==> config.mk <==
export PLATFORM = sky130hd
export DESIGN_NAME = mult_hilo_unit_flat
export DESIGN_NICKNAME = d
export VERILOG_FILES = /design/src/rtl/mult_hilo_unit_if.sv /design/src/rtl/mult_hilo_unit.sv /design/src/flat_wrapper.sv
export SDC_FILE = /design/constraint.sdc
export NUM_CORES = 1
export LEC_CHECK = 0
export ABC_AREA = 1
export BUFFER_PORTS_ARGS = -buffer_cell sky130_fd_sc_hd__buf_2
export CORE_ASPECT_RATIO = 0.75
export CORE_UTILIZATION = 50
export CTS_CLUSTER_DIAMETER = 150
export DETAILED_ROUTE_END_ITERATION = 10
export PLACE_DENSITY = 0.7
export SYNTH_ARGS = -nofsm -noshare
export SYNTH_HDL_FRONTEND = slang
export SYNTH_SLANG_ARGS = --single-unit
export TNS_END_PERCENT = 30
==> constraint.sdc <==
create_clock -name clk -period 4.2 [get_ports clk]
set_input_delay 1.26 -clock clk [delete_from_list [all_inputs] [get_ports clk]]
set_output_delay 1.26 -clock clk [all_outputs]
set_load 0.03 [all_outputs]
==> src/rtl/mult_hilo_unit_if.sv <==
// Request/result bundle between the execute stage and the HI/LO multiplier.
// The master drives operands and MT writes. The slave returns status and HI/LO.
interface mult_hilo_unit_if #(
  parameter int WIDTH = 32
);
  logic             start;
  logic             is_signed;
  logic [WIDTH-1:0] op_a;
  logic [WIDTH-1:0] op_b;
  logic             hi_we;
  logic             lo_we;
  logic [WIDTH-1:0] wr_data;
  logic             busy;
  logic             done;
  logic [WIDTH-1:0] hi;
  logic [WIDTH-1:0] lo;

  modport master (
    output start, is_signed, op_a, op_b, hi_we, lo_we, wr_data,
    input  busy, done, hi, lo
  );

  modport slave (
    input  start, is_signed, op_a, op_b, hi_we, lo_we, wr_data,
    output busy, done, hi, lo
  );
endinterface

==> src/rtl/mult_hilo_unit.sv <==
// Shift-add 32x32 MULT/MULTU unit that owns the HI/LO registers. Each RUN cycle retires one multiplier bit.
// Optional MULT_ZERO_SKIP_EN: a zero operand goes straight to FIX.
module mult_hilo_unit #(
  parameter int WIDTH = 32,
  parameter int CNT_W = 6
) (
  input  logic             clk,
  input  logic             rst_n,
  mult_hilo_unit_if.slave  bus
);

  typedef enum logic [1:0] {IDLE, RUN, FIX} state_t;

  state_t             state;
  logic [CNT_W-1:0]   cnt;
  logic [WIDTH-1:0]   mag_a;
  logic [WIDTH-1:0]   acc;
  logic [WIDTH-1:0]   mplr;
  logic               neg;
  logic               busy_r;
  logic               done_r;
  logic [WIDTH-1:0]   hi_r;
  logic [WIDTH-1:0]   lo_r;

  // Magnitude is returned unsigned, so -2^31 maps to 0x80000000 without overflow.
  function automatic logic [WIDTH-1:0] mag_of(input logic signed [WIDTH-1:0] v,
                                              input logic sgn);
    return (sgn && v[WIDTH-1]) ? (~v + WIDTH'(1)) : v;
  endfunction

  function automatic logic [2*WIDTH-1:0] apply_sign(input logic [2*WIDTH-1:0] p,
                                                    input logic n);
    return n ? (~p + (2*WIDTH)'(1)) : p;
  endfunction

  logic [WIDTH-1:0]   mag_a_in;
  logic [WIDTH-1:0]   mag_b_in;
  logic [WIDTH-1:0]   pp;
  logic [WIDTH:0]     sum;
  logic [2*WIDTH-1:0] product;

  assign mag_a_in = mag_of(bus.op_a, bus.is_signed);
  assign mag_b_in = mag_of(bus.op_b, bus.is_signed);
  assign pp       = mag_a & {WIDTH{mplr[0]}};
  assign sum      = {1'b0, acc} + {1'b0, pp};
  assign product  = apply_sign({acc, mplr}, neg);

  always_ff @(posedge clk) begin
    if (!rst_n) begin
      state  <= IDLE;
      cnt    <= '0;
      mag_a  <= '0;
      acc    <= '0;
      mplr   <= '0;
      neg    <= 1'b0;
      busy_r <= 1'b0;
      done_r <= 1'b0;
      hi_r   <= '0;
      lo_r   <= '0;
    end else begin
      done_r <= 1'b0;
      case (state)
        IDLE: begin
          if (bus.hi_we) hi_r <= bus.wr_data;
          if (bus.lo_we) lo_r <= bus.wr_data;
          if (bus.start) begin
            mag_a  <= mag_a_in;
            neg    <= bus.is_signed & (bus.op_a[WIDTH-1] ^ bus.op_b[WIDTH-1]);
            acc    <= '0;
            cnt    <= '0;
            busy_r <= 1'b1;
`ifdef MULT_ZERO_SKIP_EN
            if ((mag_a_in == '0) || (mag_b_in == '0)) begin
              mplr  <= '0;
              state <= FIX;
            end else begin
              mplr  <= mag_b_in;
              state <= RUN;
            end
`else
            mplr   <= mag_b_in;
            state  <= RUN;
`endif
          end
        end
        RUN: begin
          // Add the partial product, then shift the 65-bit {carry,acc,mplr} right by one.
          acc  <= sum[WIDTH:1];
          mplr <= {sum[0], mplr[WIDTH-1:1]};
          cnt  <= cnt + CNT_W'(1);
          if (cnt == CNT_W'(WIDTH-1)) state <= FIX;
        end
        FIX: begin
          hi_r   <= product[2*WIDTH-1:WIDTH];
          lo_r   <= product[WIDTH-1:0];
          done_r <= 1'b1;
          busy_r <= 1'b0;
          state  <= IDLE;
        end
        default: state <= IDLE;
      endcase
    end
  end

  assign bus.busy = busy_r;
  assign bus.done = done_r;
  assign bus.hi   = hi_r;
  assign bus.lo   = lo_r;

endmodule

==> src/flat_wrapper.sv <==
// flat-port wrapper written by rule: the top's interface ports become plain ports
module mult_hilo_unit_flat 
#(
  parameter int WIDTH = 32,
  parameter int CNT_W = 6
)
  (clk, rst_n, bus_start, bus_is_signed, bus_op_a, bus_op_b, bus_hi_we, bus_lo_we, bus_wr_data, bus_busy, bus_done, bus_hi, bus_lo);
  mult_hilo_unit_if #(.WIDTH(WIDTH)) bus_i ();
  input  logic clk;
  input  logic rst_n;
  input wire logic [$bits(bus_i.start)-1:0] bus_start;
  input wire logic [$bits(bus_i.is_signed)-1:0] bus_is_signed;
  input wire logic [$bits(bus_i.op_a)-1:0] bus_op_a;
  input wire logic [$bits(bus_i.op_b)-1:0] bus_op_b;
  input wire logic [$bits(bus_i.hi_we)-1:0] bus_hi_we;
  input wire logic [$bits(bus_i.lo_we)-1:0] bus_lo_we;
  input wire logic [$bits(bus_i.wr_data)-1:0] bus_wr_data;
  output wire logic [$bits(bus_i.busy)-1:0] bus_busy;
  output wire logic [$bits(bus_i.done)-1:0] bus_done;
  output wire logic [$bits(bus_i.hi)-1:0] bus_hi;
  output wire logic [$bits(bus_i.lo)-1:0] bus_lo;
  assign bus_i.start = bus_start;
  assign bus_i.is_signed = bus_is_signed;
  assign bus_i.op_a = bus_op_a;
  assign bus_i.op_b = bus_op_b;
  assign bus_i.hi_we = bus_hi_we;
  assign bus_i.lo_we = bus_lo_we;
  assign bus_i.wr_data = bus_wr_data;
  assign bus_busy = bus_i.busy;
  assign bus_done = bus_i.done;
  assign bus_hi = bus_i.hi;
  assign bus_lo = bus_i.lo;
  mult_hilo_unit #(.WIDTH(WIDTH), .CNT_W(CNT_W)) u_core (.clk(clk), .rst_n(rst_n), .bus(bus_i));
endmodule
# Word-level counts from Yosys, hierarchy flattened
# Cells that the tools add are included.
# totals
output_inout_bits,66
ff_bits,171
inputBits,102
wordCells,58
# classes
n_bitwise,6
n_reduce_logical,11
addsub,5
n_mux,19
n_eq_ne,7
# ops
op,count
one-hot mux 32 bit (2 select lines),4
two-way mux 32 bit,6
adder 32 x 2 -> 32 bit (second input constant),2
adder 64 x 1 -> 64 bit (second input constant),1
two-way mux 64 bit,1
inverter 32 bit,2
inverter 64 bit,1
adder 32 x 32 -> 33 bit,1
AND 32 bit,1
one-hot mux 6 bit (2 select lines),1
AND reduction 2 bit,6
adder 6 x 1 -> 6 bit (second input constant),1
equality test 6 x 5 -> 1 bit (second input constant),1
two-way mux 6 bit,1
inequality test 2 bit (second input constant),3
two-way mux 2 bit,2
one-hot mux 2 bit (2 select lines),1
nonzero test 2 bit,2
equality test 2 x 1 -> 1 bit (second input constant),1
equality test 2 bit (second input constant),1
logical AND 1 bit,2
zero test 2 bit,1
two-way mux 1 bit,2
inequality test 2 x 1 -> 1 bit (second input constant),1
other kinds (3),3

# Depth between registers and ports, before layout
# logic_depth
ltp_word,5
ltp_mapped,18

# Worst setup path before layout
# No wires, ideal clock.
# synth_timing
path_type,input port to flip-flop
startpoint,input bus_op_b[0]
endpoint,register u_core.mplr[18]
arrival_time_ps,2422
path_stages,10
setup_slack_ps,1707
setup_ps,70
cell_sequence,inv_1 -> ha_1 -> nand3_1 -> nor2_2 -> nand2_2 -> o21ai_4 -> inv_1 -> a21oi_1 -> o21ai_1 -> a21oi_1
# synth_via
elab_chain_cells,5
# synth_rtl
item,line_no,source
start: declaration,flat_wrapper.sv:14,input wire logic [$bits(bus_i.op_b)-1:0] bus_op_b;
inverter 32 bit,mult_hilo_unit.sv:28,return (sgn && v[WIDTH-1]) ? (~v + WIDTH'(1)) : v;
adder 32 x 2 -> 32 bit,mult_hilo_unit.sv:28,
two-way mux 32 bit,mult_hilo_unit.sv:28,
two-way mux 32 bit,mult_hilo_unit.sv:66,if (bus.start) begin
one-hot mux 32 bit (2 select lines),mult_hilo_unit.sv:62,case (state)
end signal: assignment,mult_hilo_unit.sv:81,mplr <= mag_b_in;
end signal: assignment,mult_hilo_unit.sv:89,"mplr <= {sum[0], mplr[WIDTH-1:1]};"
end: declaration,mult_hilo_unit.sv:18,logic [WIDTH-1:0] mplr;
# Every way passes these cells. The select of a mux whose other input is x is not followed.
# A chain may end at the register's enable or synchronous reset.

# Worst setup path after layout
# layout_timing
startpoint,register u_core.mplr[0]
endpoint,register u_core.acc[31]
# layout_via
elab_chain_cells,3
# layout_rtl
item,line_no,source
AND 32 bit,mult_hilo_unit.sv:44,assign pp = mag_a & {WIDTH{mplr[0]}};
adder 32 x 32 -> 33 bit,mult_hilo_unit.sv:45,"assign sum = {1'b0, acc} + {1'b0, pp};"
one-hot mux 32 bit (2 select lines),mult_hilo_unit.sv:62,
end signal: assignment,mult_hilo_unit.sv:88,acc <= sum[WIDTH:1];
end: declaration,mult_hilo_unit.sv:17,logic [WIDTH-1:0] acc;
# Every way passes these cells.

==> results_dict.tcl <==
set metrics [dict create \
    hold_ws_ns 0.464 \
    slew_headroom 0.235 \
    wire_per_inst_um 16.9 \
    ir_drop_v 0.000285 \
    synth_area_leaders "dfxtp_1, nand2_1, nand3_1" \
    ys_warn_count 0 \
    nets 2555 \
    finalMaxSlewViolations 0 \
    hold_viol 0 \
    drive_above_1_share 0.124 \
    synth_sequential_area_ratio 0.254 \
    antenna_cells 0 \
    clkLatencyLatePin_ns 0.45 \
    grt_setup_unrepaired "no" \
    leakage_nw 7.56 \
    cp.arrival_ns 3.22 \
    viasPerCell 5.59 \
    fin_util 0.574 \
    cts_setup_buffers 0 \
    syn-num-nets 2443 \
    antenna_found_initial 0 \
    routed_wl_um 46900 \
    min_from "u_core.cnt[5]" \
    tightest_slew_ns 1.15 \
    grt_start_max_net_pins 87 \
    period_share 0.673 \
    syn2layout_area_growth_pct 11.8 \
    grt_remaining_overflow 0 \
    worstPathMaxFanout 32 \
    period_minus_slack_ns 2.83 \
    setup_tns_ns 0 \
    firstDrtPassIters 5 \
    syn_area_mm2 0.0135 \
    dieArea_mm2 0.0276 \
    hpwlAfterDp_um 36400 \
    status "complete, no violations" \
    tritoncts "built" \
    fmax_mhz 354 \
    clk_path_buf_depth 2 \
    portBuffers 167 \
    cap_violations 0 \
    synth_common_cells "nand2_1, inv_1, nor2_1" \
    synth.distinct_cells 50 \
    synth_most_common_cell "nand2_1" \
    drt_iter0_drc 1634 \
    dieWidth_um 191 \
    cts.sink_count 171 \
    yosys_most_used_dff "dfxtp_1" \
    post_cts_resized 0 \
    rrSetupSlack_ns 1.37 \
    async_reset_ff_frac 0 \
    fp.dieH_um 144 \
    syn_inst 2304 \
    synth.avg_cell_area_um2 5.84 \
    cp-start-kind "flop" \
    gp_congestion 1.02 \
    synth_top_area_frac 0.254 \
    grtUsageTotal 0.340 \
    fill_cells 2701 \
    yosys.area.top_type "dfxtp_1" \
    htreeDepth 4 \
    finClkSkew_ns 0.0162 \
    holdPathStages 1 \
    r2r-start "u_core.mplr[0]" \
    grt_pass1_wl_um 72700 \
    core_mm2 0.0262 \
    r2r_cells 17 \
    cts_root_buffer "clkbuf_16" \
    ant_nets 0 \
    rows 51 \
    hp-class "flop to flop" \
    ys_seq_elements 171 \
    ios 168 \
    clk_pin_slew_ns 0.07 \
    cp.required_ns 4.59 \
    synth-edff-count 0 \
    drc 0 \
    hold_path_end "u_core.cnt[5]" \
    cts_buffers 17 \
    worstSetupPathType "flop to flop" \
    r2r_end "u_core.acc[31]" \
    cp-end-kind "flop" \
    postCtsHoldBufs 0 \
    start_util 0.513 \
    vias 15500 \
    setup_viol 0 \
    powerDensity_mw_per_mm2 305 \
    grt_pass1_vias 13400 \
]
-- layout make-up --
cell class                      instances  area [um^2]  share of cell area
Tap cell                              344          430              0.0286
Clock inverter                         13          131             0.00873
Clock buffer                           19          443              0.0294
Timing Repair Buffer                  181          941              0.0626
Sequential cell                       171         3420               0.228
Multi-Input combinational cell       1754         8580               0.570
Inverter                              291         1090              0.0726
-- worst max-delay path, cell delays in order (launching register included) --
cell and delay, ns:
dfxtp_1 0.43, buf_4 0.33, nand2_1 0.08, inv_1 0.06, ha_1 0.20, inv_1 0.07, fa_1 0.36, inv_1 0.15
nand3_1 0.10, nand3_1 0.21, nand2_1 0.12, nand2_1 0.12, nand2_1 0.09, nand3_1 0.12, nand3_1 0.09, nand3_1 0.09
nand2_1 0.05, nand2_1 0.07
-- state kept, by name, indices dropped and copies added, names as in the netlist --
register / flops
u_core.acc: 32
u_core.bus.busy: 1
u_core.bus.done: 1
u_core.bus.hi: 32
u_core.bus.lo: 32
u_core.cnt: 6
u_core.mag_a: 32
u_core.mplr: 32
u_core.neg: 1
u_core.state: 2
-- per-stage QoR --
stage	cells	power (mW)	setup WS [ns]	cell area [um^2]
detailed placement	2741	3.01	1.08	14500
global placement	2741	3.00	1.08	14500
finish	2773	4.58	1.37	15000
CTS	2773	4.56	1.42	15000
global route	2773	4.79	1.07	15000
floorplan	2304	2.66	1.71	13500
-- how the worst max path moves through the flow --
stage | cells after the start | end | slack [ns] | start
finish | 17 | u_core.acc[31] | 1.37 | u_core.mplr[0]
detailed placement | 7 | u_core.mplr[31] | 1.08 | bus_start
global placement | 8 | u_core.mag_a[9] | 1.08 | bus_op_a[31]
CTS | 17 | u_core.acc[31] | 1.42 | u_core.mplr[0]
global route | 17 | u_core.acc[31] | 1.07 | u_core.mplr[0]
floorplan | 10 | u_core.mplr[18] | 1.71 | bus_op_b[0]
-- logic make-up after synthesis --
group                      after synthesis  share of synthesized area
buffers and inverters                  379                      0.110
xor gates and xnor gates                17                     0.0111
AOI/OAI and AO/OA                      433                      0.179
adders and majority gates               37                     0.0350
and+or+nand+nor                       1267                      0.411
DFF                                    171                      0.254
-- where the power goes --
| group | switching (mW) | internal (mW) | leakage, nW |
|---|---|---|---|
| Sequential | 0.114 | 1.73 | 1.41 |
| Combinational | 0.803 | 0.354 | 5.88 |
| Clock | 0.734 | 0.845 | 0.265 |
-- placed cells by master (no fill, tap or decap), types with 20 or more instances in the layout --
cell type	instances
nand3b_1	26
inv_1	282
o21ai_0	131
nand2_1	636
nor3_1	23
nor2_1	264
buf_2	167
dfxtp_1	170
nand4_1	20
a21oi_1	206
a31oi_1	25
ha_1	36
nand3_1	223
-- routing by layer --
layer,GRT usage,up-vias,wire length (um)
li1,-,7709,-
met5,0,-,0
met4,0.0840,0,823
met3,0.0891,46,5560
met2,0.448,787,17900
met1,0.529,6951,22600
Note: power is estimated with default switching activity, not from simulation.
